`config.mk`:
```
export PLATFORM = sky130hd
export DESIGN_NAME = udp_send_mc_flat
export DESIGN_NICKNAME = d
export VERILOG_FILES = /design/src/rtl/udp_send_mc_if.sv /design/src/rtl/udp_send_mc.sv /design/src/flat_wrapper.sv
export SDC_FILE = /design/constraint.sdc
export NUM_CORES = 1
export LEC_CHECK = 0
export ABC_AREA = 1
export BUFFER_PORTS_ARGS = -buffer_cell sky130_fd_sc_hd__buf_2
export CAP_MARGIN = 15
export CORE_MARGIN = 5
export CORE_UTILIZATION = 50
export CTS_BUF_LIST = sky130_fd_sc_hd__clkbuf_4 sky130_fd_sc_hd__clkbuf_8
export DETAILED_ROUTE_END_ITERATION = 6
export PLACE_DENSITY = 0.72
export SETUP_SLACK_MARGIN = 0.4
export SLEW_MARGIN = 15
export SYNTH_ARGS = -nofsm -noshare
export SYNTH_HDL_FRONTEND = slang
export SYNTH_SLANG_ARGS = --single-unit
```
`constraint.sdc`:
```
create_clock -name clk -period 7.9 [get_ports clk]
set_input_delay 2.37 -clock clk [delete_from_list [all_inputs] [get_ports clk]]
set_output_delay 2.37 -clock clk [all_outputs]
set_load 0.02 [all_outputs]
```
`src/rtl/udp_send_mc_if.sv`:
```
// +----------------------------------------------------------------------+
// | udp_send_mc_if                                                       |
// | Byte-stream bundle for udp_send_mc: per-channel source bytes in,     |
// | framed Ethernet byte stream out, both with valid/ready handshakes.   |
// | Rev 1.0                                                              |
// +----------------------------------------------------------------------+
`default_nettype none

interface udp_send_mc_if #(
    parameter int CH_NUM = 4
) ();
    logic [CH_NUM*8-1:0] rx_data;
    logic [CH_NUM-1:0]   rx_valid;
    logic [CH_NUM-1:0]   rx_ready;
    logic [7:0]          tx_data;
    logic                tx_valid;
    logic                tx_sof;
    logic                tx_eof;
    logic                tx_ready;

    // Encapsulator side: accepts source bytes, drives the MAC stream
    modport master (
        input  rx_data,
        input  rx_valid,
        output rx_ready,
        output tx_data,
        output tx_valid,
        output tx_sof,
        output tx_eof,
        input  tx_ready
    );

    // Environment side: sources and MAC sink
    modport slave (
        output rx_data,
        output rx_valid,
        input  rx_ready,
        input  tx_data,
        input  tx_valid,
        input  tx_sof,
        input  tx_eof,
        output tx_ready
    );
endinterface

`default_nettype wire

```
`src/rtl/udp_send_mc.sv`:
```
// +----------------------------------------------------------------------+
// | udp_send_mc                                                          |
// | Multi-channel UDP/IPv4/Ethernet encapsulator. Round-robin selects a  |
// | source per frame, reads its 14-byte descriptor, computes the IP      |
// | header checksum, emits a 42-byte header then passes payload through. |
// | Oversized frames are consumed silently and counted.                  |
// | Optional: define VLAN_EN to insert an 802.1Q tag (46-byte header,    |
// | extra vlan_tci input).                                               |
// | Rev 1.0                                                              |
// +----------------------------------------------------------------------+
`default_nettype none

module udp_send_mc #(
    parameter int          CH_NUM      = 4,
    parameter logic [7:0]  TTL         = 8'h80,
    parameter int          MAX_PAYLOAD = 1472,
    parameter logic [15:0] ID_INIT     = 16'h0000
) (
    input  wire logic                 clk,
    input  wire logic                 rst_n,
    input  wire logic [31:0]          local_ip,
    input  wire logic [47:0]          local_mac,
    input  wire logic [CH_NUM*16-1:0] local_port,
`ifdef VLAN_EN
    input  wire logic [15:0]          vlan_tci,
`endif
    udp_send_mc_if.master             bus,
    output logic [31:0]               frame_cnt,
    output logic [15:0]               drop_cnt
);

    localparam int GW = (CH_NUM > 1) ? $clog2(CH_NUM) : 1;
`ifdef VLAN_EN
    localparam int HDR_LEN = 46;
`else
    localparam int HDR_LEN = 42;
`endif
    localparam logic [5:0]  HDR_LAST = 6'(HDR_LEN - 1);
    localparam logic [15:0] MAX_L    = 16'(MAX_PAYLOAD);

    typedef enum logic [2:0] {
        S_IDLE    = 3'd0,
        S_ARB     = 3'd1,
        S_DESC    = 3'd2,
        S_CALC    = 3'd3,
        S_HEAD    = 3'd4,
        S_PAYLOAD = 3'd5,
        S_DROP    = 3'd6,
        S_DONE    = 3'd7
    } state_t;

    state_t        r_state;
    state_t        w_next;
    logic [GW-1:0] r_ptr;
    logic [GW-1:0] r_grant;
    logic [111:0]  r_desc;
    logic [3:0]    r_dcnt;
    logic [15:0]   r_sum;
    logic [2:0]    r_ccnt;
    logic [5:0]    r_hidx;
    logic [15:0]   r_pcnt;
    logic [15:0]   r_id;
    logic [31:0]   r_frame_cnt;
    logic [15:0]   r_drop_cnt;

    logic          w_found;
    logic [GW-1:0] w_pick;
    logic [15:0]   w_term;
    logic [16:0]   w_add;
    logic [15:0]   w_sum_next;
    logic [5:0]    w_bidx;
    logic [7:0]    w_hbyte;
    logic [CH_NUM-1:0] w_rx_ready;
    logic [7:0]    w_tx_data;
    logic          w_tx_valid;
    logic          w_tx_sof;
    logic          w_tx_eof;

    // Descriptor fields once all 14 bytes are shifted in
    wire logic [15:0] w_len      = r_desc[111:96];
    wire logic [47:0] w_dmac     = r_desc[95:48];
    wire logic [31:0] w_dip      = r_desc[47:16];
    wire logic [15:0] w_dport    = r_desc[15:0];
    // Length as seen while the 14th descriptor byte is on the bus
    wire logic [15:0] w_len_desc = r_desc[103:88];
    wire logic [15:0] w_len_ip   = w_len + 16'd28;
    wire logic [15:0] w_len_udp  = w_len + 16'd8;
    wire logic [15:0] w_csum     = ~r_sum;
    wire logic [15:0] w_sport    = local_port[{r_grant, 4'b0000} +: 16];
    wire logic [7:0]  w_rx_byte  = bus.rx_data[{r_grant, 3'b000} +: 8];
    wire logic        w_rx_vld   = bus.rx_valid[r_grant];
    wire logic        w_pay_last = (r_pcnt == w_len - 16'd1);

    // Round-robin search: first requester strictly after the last grant
    always_comb begin
        w_found = 1'b0;
        w_pick  = '0;
        for (int k = 1; k <= CH_NUM; k++) begin
            if (!w_found && bus.rx_valid[(int'(r_ptr) + k) % CH_NUM]) begin
                w_found = 1'b1;
                w_pick  = GW'((int'(r_ptr) + k) % CH_NUM);
            end
        end
    end

    // Checksum term for the current CALC cycle (the zero fragment term is a no-op)
    always_comb begin
        w_term = 16'h0000;
        case (r_ccnt)
            3'd0:    w_term = 16'h4500;
            3'd1:    w_term = w_len_ip;
            3'd2:    w_term = r_id;
            3'd3:    w_term = {TTL, 8'h11};
            3'd4:    w_term = local_ip[31:16];
            3'd5:    w_term = local_ip[15:0];
            3'd6:    w_term = w_dip[31:16];
            default: w_term = w_dip[15:0];
        endcase
        w_add      = {1'b0, r_sum} + {1'b0, w_term};
        w_sum_next = w_add[15:0] + {15'd0, w_add[16]};
    end

    // Header byte selection by position
    always_comb begin
        w_hbyte = 8'h00;
        w_bidx  = r_hidx;
`ifdef VLAN_EN
        if (r_hidx >= 6'd16) begin
            w_bidx = r_hidx - 6'd4;
        end
`endif
        case (w_bidx)
            6'd0:  w_hbyte = w_dmac[47:40];
            6'd1:  w_hbyte = w_dmac[39:32];
            6'd2:  w_hbyte = w_dmac[31:24];
            6'd3:  w_hbyte = w_dmac[23:16];
            6'd4:  w_hbyte = w_dmac[15:8];
            6'd5:  w_hbyte = w_dmac[7:0];
            6'd6:  w_hbyte = local_mac[47:40];
            6'd7:  w_hbyte = local_mac[39:32];
            6'd8:  w_hbyte = local_mac[31:24];
            6'd9:  w_hbyte = local_mac[23:16];
            6'd10: w_hbyte = local_mac[15:8];
            6'd11: w_hbyte = local_mac[7:0];
            6'd12: w_hbyte = 8'h08;
            6'd13: w_hbyte = 8'h00;
            6'd14: w_hbyte = 8'h45;
            6'd15: w_hbyte = 8'h00;
            6'd16: w_hbyte = w_len_ip[15:8];
            6'd17: w_hbyte = w_len_ip[7:0];
            6'd18: w_hbyte = r_id[15:8];
            6'd19: w_hbyte = r_id[7:0];
            6'd22: w_hbyte = TTL;
            6'd23: w_hbyte = 8'h11;
            6'd24: w_hbyte = w_csum[15:8];
            6'd25: w_hbyte = w_csum[7:0];
            6'd26: w_hbyte = local_ip[31:24];
            6'd27: w_hbyte = local_ip[23:16];
            6'd28: w_hbyte = local_ip[15:8];
            6'd29: w_hbyte = local_ip[7:0];
            6'd30: w_hbyte = w_dip[31:24];
            6'd31: w_hbyte = w_dip[23:16];
            6'd32: w_hbyte = w_dip[15:8];
            6'd33: w_hbyte = w_dip[7:0];
            6'd34: w_hbyte = w_sport[15:8];
            6'd35: w_hbyte = w_sport[7:0];
            6'd36: w_hbyte = w_dport[15:8];
            6'd37: w_hbyte = w_dport[7:0];
            6'd38: w_hbyte = w_len_udp[15:8];
            6'd39: w_hbyte = w_len_udp[7:0];
            default: w_hbyte = 8'h00;
        endcase
`ifdef VLAN_EN
        // 802.1Q tag sits between the source MAC and the EtherType
        if (r_hidx >= 6'd12 && r_hidx < 6'd16) begin
            case (r_hidx[1:0])
                2'd0:    w_hbyte = 8'h81;
                2'd1:    w_hbyte = 8'h00;
                2'd2:    w_hbyte = vlan_tci[15:8];
                default: w_hbyte = vlan_tci[7:0];
            endcase
        end
`endif
    end

    // State register
    always_ff @(posedge clk or negedge rst_n) begin
        if (!rst_n) begin
            r_state <= S_IDLE;
        end else begin
            r_state <= w_next;
        end
    end

    // Next state and handshake/stream outputs
    always_comb begin
        w_next     = r_state;
        w_rx_ready = '0;
        w_tx_data  = 8'h00;
        w_tx_valid = 1'b0;
        w_tx_sof   = 1'b0;
        w_tx_eof   = 1'b0;
        case (r_state)
            S_IDLE: begin
                if (|bus.rx_valid) begin
                    w_next = S_ARB;
                end
            end
            S_ARB: begin
                w_next = w_found ? S_DESC : S_IDLE;
            end
            S_DESC: begin
                w_rx_ready[r_grant] = w_rx_vld;
                if (w_rx_vld && r_dcnt == 4'd13) begin
                    w_next = (w_len_desc > MAX_L) ? S_DROP : S_CALC;
                end
            end
            S_CALC: begin
                if (r_ccnt == 3'd7) begin
                    w_next = S_HEAD;
                end
            end
            S_HEAD: begin
                w_tx_valid = 1'b1;
                w_tx_data  = w_hbyte;
                w_tx_sof   = (r_hidx == 6'd0);
                w_tx_eof   = (r_hidx == HDR_LAST) && (w_len == 16'd0);
                if (bus.tx_ready && r_hidx == HDR_LAST) begin
                    w_next = (w_len == 16'd0) ? S_DONE : S_PAYLOAD;
                end
            end
            S_PAYLOAD: begin
                // Payload is a straight combinational pass-through
                w_tx_valid          = w_rx_vld;
                w_tx_data           = w_rx_byte;
                w_tx_eof            = w_rx_vld && w_pay_last;
                w_rx_ready[r_grant] = bus.tx_ready;
                if (w_rx_vld && bus.tx_ready && w_pay_last) begin
                    w_next = S_DONE;
                end
            end
            S_DROP: begin
                w_rx_ready[r_grant] = 1'b1;
                if (w_rx_vld && w_pay_last) begin
                    w_next = S_IDLE;
                end
            end
            S_DONE: begin
                w_next = S_IDLE;
            end
            default: begin
                w_next = S_IDLE;
            end
        endcase
    end

    // Datapath: arbitration, descriptor capture, checksum, counters
    always_ff @(posedge clk or negedge rst_n) begin
        if (!rst_n) begin
            r_ptr       <= '0;
            r_grant     <= '0;
            r_desc      <= '0;
            r_dcnt      <= '0;
            r_sum       <= '0;
            r_ccnt      <= '0;
            r_hidx      <= '0;
            r_pcnt      <= '0;
            r_id        <= ID_INIT;
            r_frame_cnt <= '0;
            r_drop_cnt  <= '0;
        end else begin
            case (r_state)
                S_IDLE: begin
                    r_dcnt <= '0;
                    r_ccnt <= '0;
                    r_hidx <= '0;
                    r_pcnt <= '0;
                    r_sum  <= '0;
                end
                S_ARB: begin
                    if (w_found) begin
                        r_grant <= w_pick;
                        r_ptr   <= w_pick;
                    end
                end
                S_DESC: begin
                    if (w_rx_vld) begin
                        r_desc <= {r_desc[103:0], w_rx_byte};
                        r_dcnt <= r_dcnt + 4'd1;
                    end
                end
                S_CALC: begin
                    r_sum  <= w_sum_next;
                    r_ccnt <= r_ccnt + 3'd1;
                end
                S_HEAD: begin
                    if (bus.tx_ready) begin
                        r_hidx <= r_hidx + 6'd1;
                    end
                end
                S_PAYLOAD: begin
                    if (w_rx_vld && bus.tx_ready) begin
                        r_pcnt <= r_pcnt + 16'd1;
                    end
                end
                S_DROP: begin
                    if (w_rx_vld) begin
                        r_pcnt <= r_pcnt + 16'd1;
                        if (w_pay_last && r_drop_cnt != 16'hFFFF) begin
                            r_drop_cnt <= r_drop_cnt + 16'd1;
                        end
                    end
                end
                S_DONE: begin
                    r_frame_cnt <= r_frame_cnt + 32'd1;
                    r_id        <= r_id + 16'd1;
                end
                default: begin
                    r_dcnt <= '0;
                end
            endcase
        end
    end

    assign bus.rx_ready = w_rx_ready;
    assign bus.tx_data  = w_tx_data;
    assign bus.tx_valid = w_tx_valid;
    assign bus.tx_sof   = w_tx_sof;
    assign bus.tx_eof   = w_tx_eof;
    assign frame_cnt    = r_frame_cnt;
    assign drop_cnt     = r_drop_cnt;

endmodule

`default_nettype wire

```
`src/flat_wrapper.sv`:
```
// flat-port wrapper written by rule: the top's interface ports become plain ports
module udp_send_mc_flat 
#(
    parameter int          CH_NUM      = 4,
    parameter logic [7:0]  TTL         = 8'h80,
    parameter int          MAX_PAYLOAD = 1472,
    parameter logic [15:0] ID_INIT     = 16'h0000
)
  (clk, rst_n, local_ip, local_mac, local_port, frame_cnt, drop_cnt, bus_rx_data, bus_rx_valid, bus_rx_ready, bus_tx_data, bus_tx_valid, bus_tx_sof, bus_tx_eof, bus_tx_ready);
  udp_send_mc_if #(.CH_NUM(CH_NUM)) bus_i ();
  input  wire logic clk;
  input  wire logic rst_n;
  input  wire logic [31:0] local_ip;
  input  wire logic [47:0] local_mac;
  input  wire logic [CH_NUM*16-1:0] local_port;
  output logic [31:0] frame_cnt;
  output logic [15:0] drop_cnt;
  input wire logic [$bits(bus_i.rx_data)-1:0] bus_rx_data;
  input wire logic [$bits(bus_i.rx_valid)-1:0] bus_rx_valid;
  output wire logic [$bits(bus_i.rx_ready)-1:0] bus_rx_ready;
  output wire logic [$bits(bus_i.tx_data)-1:0] bus_tx_data;
  output wire logic [$bits(bus_i.tx_valid)-1:0] bus_tx_valid;
  output wire logic [$bits(bus_i.tx_sof)-1:0] bus_tx_sof;
  output wire logic [$bits(bus_i.tx_eof)-1:0] bus_tx_eof;
  input wire logic [$bits(bus_i.tx_ready)-1:0] bus_tx_ready;
  assign bus_i.rx_data = bus_rx_data;
  assign bus_i.rx_valid = bus_rx_valid;
  assign bus_rx_ready = bus_i.rx_ready;
  assign bus_tx_data = bus_i.tx_data;
  assign bus_tx_valid = bus_i.tx_valid;
  assign bus_tx_sof = bus_i.tx_sof;
  assign bus_tx_eof = bus_i.tx_eof;
  assign bus_i.tx_ready = bus_tx_ready;
  udp_send_mc #(.CH_NUM(CH_NUM), .TTL(TTL), .MAX_PAYLOAD(MAX_PAYLOAD), .ID_INIT(ID_INIT)) u_core (.clk(clk), .rst_n(rst_n), .local_ip(local_ip), .local_mac(local_mac), .local_port(local_port), .bus(bus_i), .frame_cnt(frame_cnt), .drop_cnt(drop_cnt));
endmodule
```
# After elaboration in Yosys (flattened, before gate mapping)
# Index checks and enable logic that the tools add are counted.
# totals
reg_bits	226
inputBits	183
output_inout_bits	63
elab_cells	190
# op_classes
addsub	16
n_lt_le_gt_ge	7
n_eq_ne	63
n_shift	2
n_mux	50
bitwise	7
n_reduce_logical	34
# op_table
operator	count
8-bit one-hot mux with 36 select lines	1
16-bit one-hot mux with 7 select lines	1
6-bit by 5-bit == test with 1-bit output (second input constant)	14
64-bit by 7-bit variable part select with 16-bit output	1
6-bit == test (second input constant)	9
16-bit by 1-bit adder with 16-bit output (second input constant)	3
16-bit one-hot mux with 3 select lines	1
6-bit by 4-bit == test with 1-bit output (second input constant)	6
32-bit by 1-bit adder with 32-bit output (second input constant)	1
16-bit two-way mux	2
16-bit one-hot mux with 2 select lines	1
32-bit by 6-bit variable part select with 8-bit output	1
3-bit == test (second input constant)	8
6-bit by 3-bit == test with 1-bit output (second input constant)	4
3-bit one-hot mux with 8 select lines	1
3-bit two-way mux	7
2-bit by 1-bit != test with 1-bit output (second input constant)	9
16-bit by 16-bit adder with 17-bit output	1
16-bit by 1-bit adder with 16-bit output	1
16-bit by 4-bit adder with 16-bit output (second input constant)	1
16-bit by 5-bit adder with 16-bit output (second input constant)	1
16-bit == test	1
16-bit by 11-bit > comparator with 1-bit output (second input constant)	1
16-bit logical NOT	1
other kinds (42)	102

# Depth between registers and ports, before layout
# Gate-level depths: netlist of run 1.
# logic_depth
ltp_word	18
mapped_depth	30
depth_no_buf	30

# Worst setup path after synthesis of run 1
# No wires, ideal clock.
# synth_timing
path_type	input-to-output
start	input bus_rx_valid[1]
end	output bus_tx_eof
t_arrival_ps	3623
required_time_ps	5530
slack_ps	1907
path_stages	13
path_buffers	1
path_cell_list	inv_1 > nand2_1 > nand3_1 > nand2_1 > buf_4 > nand2_1 > nor2_1 > nand2_1 > nor2_1 > nand2_1 > nor2_1 > nand3_1 > o22ai_1
# synth_via
elab_chain_cells	4
# synth_rtl
item	line_no	source
from (decl)	flat_wrapper.sv:19	input wire logic [$bits(bus_i.rx_valid)-1:0] bus_rx_valid;
1-bit binary-select mux with 2-bit select	udp_send_mc.sv:91	wire logic w_rx_vld = bus.rx_valid[r_grant];
1-bit two-way mux (not written as such)	udp_send_mc.sv:91	
1-bit logical AND	udp_send_mc.sv:236	w_tx_eof = w_rx_vld && w_pay_last;
1-bit one-hot mux with 2 select lines	udp_send_mc.sv:203	case (r_state)
to (decl)	flat_wrapper.sv:24	output wire logic [$bits(bus_i.tx_eof)-1:0] bus_tx_eof;
# Every way passes these cells. The select of a mux whose other input is x is not followed.

==> flow_metrics.env, run 1 <==
export IMPL_synth_nets=2510
export IMPL_nets=2738
export IMPL_p_leak_nw=9.17
export IMPL_ys_top_cells_by_area="dfrtp_1, nand2_1, inv_1"
export IMPL_layout_setup_ws_ns=1.10
export IMPL_yosys_area_top_type="dfrtp_1"
export IMPL_cts_sinks=226
export IMPL_antenna_found_initial=0
export IMPL_cp_max_fo=37
export IMPL_cts_tree="yes"
export IMPL_crit_required_ns=5.53
export IMPL_synth_edf_count=0
export IMPL_internal_power_mw=3.18
export IMPL_hold_end="u_core.frame_cnt[31]$_DFFE_PN0N_"
export IMPL_ys_ff_latch=226
export IMPL_r2r_end="u_core.r_sum[12]$_DFFE_PN0P_"
export IMPL_async_flop_share_pct=100
export IMPL_min_path_type="reg2reg"
export IMPL_start_util_pct=50.4
export IMPL_multi_input_comb_area_sq_um=8660
export IMPL_pre_cts_ws_ns=1.35
export IMPL_max_cap_viol_count=0
export IMPL_htree_levels=2
export IMPL_cts_hold_buf=0
export IMPL_top_level_ports=246
export IMPL_synth_common_cells="nand2_1, inv_1, o21ai_0"
export IMPL_yosysSeqAreaShare_pct=35.6
export IMPL_p_comb_share_pct=50.7
export IMPL_p_sw_mw=3.31
export IMPL_grt_max_degree=127
export IMPL_yosysTopAreaCellShare_pct=35.6
export IMPL_synth_cells=2279
export IMPL_hp_start="u_core.frame_cnt[31]$_DFFE_PN0N_"
export IMPL_status="complete, no violations"
export IMPL_dr_first_iter_drc_count=2175
export IMPL_layout_min_cycle_time_ns=6.80
export IMPL_antenna_cells=0
export IMPL_die_h_um=188
export IMPL_overflow=0
export IMPL_avgSynthCellArea_sq_um=6.97
export IMPL_post_cts_buffers=0
export IMPL_fin_crit_sh_pct=86.1
export IMPL_clock_skew_ns=0.0309
export IMPL_cts_root_buffer="clkbuf_8"
export IMPL_hpwlAfterDp_um=51500
export IMPL_setup_worst_path_class="reg2out"
export IMPL_setup_violations_final=0
export IMPL_hold_violations=0
export IMPL_wl_um=65300
export IMPL_syn_to_final_growth_pct=15.6
export IMPL_r2r_start="u_core.r_ccnt[2]$_DFFE_PN0P_"
export IMPL_grt_pass1_vias=16600
export IMPL_antenna_left=0
export IMPL_power_density_nw_per_um2=353
export IMPL_dieWidth_um=188
export IMPL_drv_slew=0
export IMPL_ys_flop_type="dfrtp_1"
export IMPL_clock_latency_ns=0.62
export IMPL_power_share_clock_pct=20.1
export IMPL_reg2reg_depth=26
export IMPL_r2r_slack_ns=2.23
export IMPL_rsz0062_at_grt="false"
export IMPL_cts_path_max_buffers=3
export IMPL_vias_per_cell=5.88
export IMPL_worstPathArrival_ns=4.43
export IMPL_fmax_ghz=0.147
export IMPL_route_detailed_drc=0
export IMPL_cp_start_kind="flip-flop"
export IMPL_p_sw_share_pct=51.0
export IMPL_fillers=3088
export IMPL_holdPathStages=1
export IMPL_drive_gt1_share_pct=15.2
export IMPL_maxSlewHeadroom_pct=31.7
export IMPL_syn_area_sq_um=15900
export IMPL_end_kind="primary output"
export IMPL_rows=65
export IMPL_power_frac_seq_pct=29.2
export IMPL_place_congestion=1.07
export IMPL_grt_use_total_pct=35.9
export IMPL_numCtsBuffers=43
export IMPL_path_clk_slew_ns=0.06
export IMPL_yosysWarnings=0
export IMPL_seqCellArea_sq_um=5660
export IMPL_vdd_drop_max_mv=0.242
export IMPL_synth_most_common_cell="nand2_1"
export IMPL_vias=17300
export IMPL_wl_per_cell_um=22.2
export IMPL_tightest_slew_ns=1.02
export IMPL_first_pass_iters=6
export IMPL_ys_types=61
export IMPL_dieArea_sq_um=35400
export IMPL_cts_resized=0
export IMPL_io_buffers=245
export IMPL_grt_pass1_wl_um=98700
export IMPL_coreArea_sq_um=31500
export IMPL_setup_tns_ns=0
power by group through the flow:
stage	clock [mW]	sequential [mW]	combinational [mW]
floorplan	0	1.70	2.21
global placement	0	1.89	3.15
detailed placement	0	1.89	3.19
CTS	1.32	1.88	3.21
global route	1.38	1.92	3.58
finish	1.30	1.89	3.29
cell usage in the layout, fill, tap and decap left out, drive strengths merged, types with 26 or more instances in the layout:
cell and instances:
nand2 552, inv 328, buf 255, o21ai 234
dfrtp 226, nor2 208, nand3 172, o22ai 76
a21oi 71, clkbuf 70, xor2 62, nor3 57
ha 47, nand4 34, xnor2 26
critical path: stages (launching register included):
cell,delay [ns]
dfrtp_1,0.79
clkinv_1,1.02
a21oi_1,0.35
o21ai_0,0.13
nand3_1,0.20
o2111ai_1,0.14
a21oi_1,0.26
nand2_1,0.08
o21ai_0,0.48
nand2_1,0.16
buf_2,0.21
registers in the layout, indices dropped and copies added, names as in the netlist:
signal            count
u_core.drop_cnt      16
u_core.frame_cnt     32
u_core.r_ccnt         3
u_core.r_dcnt         4
u_core.r_desc       112
u_core.r_hidx         6
u_core.r_id          16
u_core.r_pcnt        16
u_core.r_ptr          2
u_core.r_state        3
u_core.r_sum         16
area by class of cell:
| class | count | area share, % |
|---|---|---|
| sequential | 226 | 30.8 |
| timing repair buffer | 255 | 7.14 |
| multi-input combinational | 1652 | 47.2 |
| tap | 402 | 2.74 |
| clock inverter | 9 | 0.464 |
| inverter | 329 | 6.77 |
| clock buffer | 70 | 4.87 |
cell families after synthesis:
| group | synth area share (%) |
|---|---|
| adders and majority gates | 3.83 |
| xor gates and xnor gates | 4.85 |
| and+or+nand+nor | 29.0 |
| AOI/OAI and AO/OA | 16.8 |
| DFF | 35.6 |
| buffers and inverters | 9.88 |
worst max path at each step:
stage	to	start	slack [ns]	depth (start not counted)
after floorplan	bus_tx_eof	bus_rx_valid[1]	1.91	13
after global placement	bus_tx_data[4]	local_port[60]	1.33	10
after detailed placement	bus_tx_data[4]	local_port[60]	1.35	10
after CTS	bus_tx_data[4]	u_core.r_ptr[1]$_DFFE_PN0P_	1.25	10
after global routing	bus_tx_data[4]	u_core.r_ptr[1]$_DFFE_PN0P_	0.83	10
final	bus_tx_data[4]	u_core.r_ptr[1]$_DFFE_PN0P_	1.10	10
per-layer routing:
layer | global-route usage [%] | routed length (um) | vias up
met3 | 5.74 | 5590 | 204
met5 | 0 | 0 | -
met1 | 48.2 | 26300 | 8172
met4 | 19.3 | 3760 | 0
li1 | - | - | 8005
met2 | 55.7 | 29600 | 919
stage by stage:
step	instance area (sq um)	power, mW	hold WS, ns	cells	utilization [%]
final	18400	6.48	0.468	2943	58.3
after global placement	17400	5.03	0.456	2864	55.2
after detailed placement	17400	5.08	0.453	2864	55.2
after CTS	18400	6.41	0.465	2943	58.3
after global routing	18400	6.88	0.500	2943	58.3
after floorplan	15900	3.91	0.453	2279	-
Power figures use the tool's default switching activity.
==> inputs of run 2 (changes only) <==
--- a/config.mk
+++ b/config.mk
@@ -9,10 +9,10 @@
 export BUFFER_PORTS_ARGS = -buffer_cell sky130_fd_sc_hd__buf_2
 export CAP_MARGIN = 15
 export CORE_MARGIN = 5
-export CORE_UTILIZATION = 50
+export CORE_UTILIZATION = 45
 export CTS_BUF_LIST = sky130_fd_sc_hd__clkbuf_4 sky130_fd_sc_hd__clkbuf_8
 export DETAILED_ROUTE_END_ITERATION = 6
-export PLACE_DENSITY = 0.72
+export PLACE_DENSITY = 0.66
 export SETUP_SLACK_MARGIN = 0.4
 export SLEW_MARGIN = 15
 export SYNTH_ARGS = -nofsm -noshare
==> flow_metrics.env, run 2 (same netlist as run 1, synthesis figures left out) <==
export IMPL_post_cts_buffers=0
export IMPL_path_clk_slew_ns=0.06
export IMPL_r2r_start="u_core.r_ccnt[2]$_DFFE_PN0P_"
export IMPL_io_buffers=245
export IMPL_p_sw_share_pct=50.9
export IMPL_regMostFlops="u_core.r_desc"
export IMPL_cts_tree="yes"
export IMPL_min_path_type="reg2reg"
export IMPL_grt_use_total_pct=32.3
export IMPL_power_share_clock_pct=19.7
export IMPL_setup_tns_ns=0
export IMPL_cts_hold_buf=0
export IMPL_tightest_slew_ns=1.15
export IMPL_grt_pass1_vias=16400
export IMPL_dr_first_iter_drc_count=1785
export IMPL_largest_reg_flops=112
export IMPL_grt_max_degree=120
export IMPL_final_common_cell="nand2_1"
export IMPL_power_density_nw_per_um2=347
export IMPL_route_detailed_drc=0
export IMPL_cp_num_buf_inv=2
export IMPL_setup_worst_path_class="in2out"
export IMPL_vdd_drop_max_mv=0.179
export IMPL_coreArea_sq_um=34700
export IMPL_setup_violations_final=0
export IMPL_fin_crit_sh_pct=85.3
export IMPL_drive_gt1_share_pct=15.3
export IMPL_max_cap_viol_count=0
export IMPL_slowest_delay_ns=0.57
export IMPL_wl_per_cell_um=21.7
export IMPL_cts_sinks=226
export IMPL_layout_min_cycle_time_ns=6.74
export IMPL_final_core_util_pct=53.0
export IMPL_crit_end="bus_tx_data[1]"
export IMPL_first_pass_iters=6
export IMPL_die_h_um=198
export IMPL_critPathTopFamily="compound AO/OA/AOI/OAI gates"
export IMPL_p_sw_mw=3.24
export IMPL_rsz0062_at_grt="false"
export IMPL_dieWidth_um=198
export IMPL_holdWs_ns=0.468
export IMPL_path_cells="buf_2 -> o21ai_0 -> o22ai_1 -> a22o_1 -> a211oi_1 -> nand3_1 -> nand2_1 -> nand2_1 -> buf_2"
export IMPL_numCtsBuffers=43
export IMPL_cp_max_fo=1
export IMPL_end_kind="primary output"
export IMPL_reg2reg_depth=29
export IMPL_wl_um=65000
export IMPL_hold_violations=0
export IMPL_p_comb_share_pct=50.2
export IMPL_antenna_cells=0
export IMPL_drv_slew=0
export IMPL_grt_pass1_wl_um=97100
export IMPL_syn_to_final_growth_pct=15.8
export IMPL_antenna_found_initial=0
export IMPL_maxSlewHeadroom_pct=23.4
export IMPL_critPathSlowestCell="a211oi_1"
export IMPL_p_leak_nw=9.15
export IMPL_cts_resized=0
export IMPL_rows=68
export IMPL_antenna_left=0
export IMPL_dieArea_sq_um=39100
export IMPL_hpwlAfterDp_um=50900
export IMPL_nets=2739
export IMPL_fillers=3491
export IMPL_final_cell_mix="nand2_1, inv_1, buf_2"
export IMPL_final_cells=2997
export IMPL_worstPathArrival_ns=4.37
export IMPL_cts_path_max_buffers=3
export IMPL_clock_skew_ns=0.0341
export IMPL_power_frac_seq_pct=30.1
export IMPL_r2r_end="u_core.r_sum[12]$_DFFE_PN0P_"
export IMPL_clock_latency_ns=0.62
export IMPL_internal_power_mw=3.13
export IMPL_cts_root_buffer="clkbuf_8"
export IMPL_fmax_ghz=0.148
export IMPL_dp_cells=2918
export IMPL_top_level_ports=246
export IMPL_vias_per_cell=5.68
export IMPL_r2r_slack_ns=2.16
export IMPL_overflow=0
export IMPL_status="complete, no violations"
export IMPL_multi_input_comb_area_sq_um=8670
export IMPL_cp_start_kind="input port"
export IMPL_start_util_pct=45.7
export IMPL_vias=17000
export IMPL_critPathLaunch="local_port[17]"
export IMPL_place_congestion=1.06
export IMPL_crit_cells=9
export IMPL_crit_required_ns=5.53
export IMPL_htree_levels=2
export IMPL_seqCellArea_sq_um=5660
-- run 2: cell types whose count changed in the layout (fill, tap and decap cells not counted), sizes merged --
cell / previous run / this run
clkinvlp: 1 / 2
clkinv: 8 / 9
bufinv: 1 / 0
inv: 328 / 327
buf: 255 / 256
-- run 2: area by class of cell --
| type | instances | area share [%] |
|---|---|---|
| Tap cell | 455 | 3.10 |
| Timing Repair Buffer | 256 | 7.17 |
| Multi-Input combinational cell | 1652 | 47.1 |
| Inverter | 329 | 6.76 |
| Clock buffer | 70 | 4.76 |
| Sequential cell | 226 | 30.8 |
| Clock inverter | 9 | 0.293 |
-- run 2: routing by layer --
| metal | vias up | GRT usage [%] | wire length (um) |
|---|---|---|---|
| met2 | 739 | 51.4 | 30100 |
| li1 | 7994 | - | - |
| met3 | 189 | 4.99 | 4690 |
| met4 | 0 | 15.3 | 3270 |
| met5 | - | 0 | 0 |
| met1 | 8106 | 43.2 | 26900 |
-- run 2: how the worst min path moves through the flow --
stage                                           startpoint                          endpoint  cells after the start
after floorplan               u_core.r_desc[5]$_DFFE_PN0P_     u_core.r_desc[13]$_DFFE_PN0P_                      2
after global placement    u_core.frame_cnt[31]$_DFFE_PN0N_  u_core.frame_cnt[31]$_DFFE_PN0N_                      1
after detailed placement  u_core.frame_cnt[31]$_DFFE_PN0N_  u_core.frame_cnt[31]$_DFFE_PN0N_                      1
after CTS                 u_core.frame_cnt[31]$_DFFE_PN0N_  u_core.frame_cnt[31]$_DFFE_PN0N_                      1
after global routing      u_core.frame_cnt[31]$_DFFE_PN0N_  u_core.frame_cnt[31]$_DFFE_PN0N_                      1
final                     u_core.frame_cnt[31]$_DFFE_PN0N_  u_core.frame_cnt[31]$_DFFE_PN0N_                      1
-- run 2: power by group through the flow --
stage | sequential (mW) | clock, mW | combinational (mW)
final | 1.92 | 1.26 | 3.20
after global placement | 1.91 | 0 | 3.08
after CTS | 1.90 | 1.28 | 3.13
after detailed placement | 1.92 | 0 | 3.11
after global routing | 1.96 | 1.33 | 3.50
after floorplan | 1.70 | 0 | 2.21
-- run 2: stage by stage --
stage               setup slack, ns  cell area, sq um  total power, mW
floorplan                      1.91             15900             3.91
finish                         1.16             18400             6.37
global placement               1.20             17500             4.99
detailed placement             1.23             17500             5.03
global route                   1.23             18400             6.78
CTS                            1.23             18400             6.31
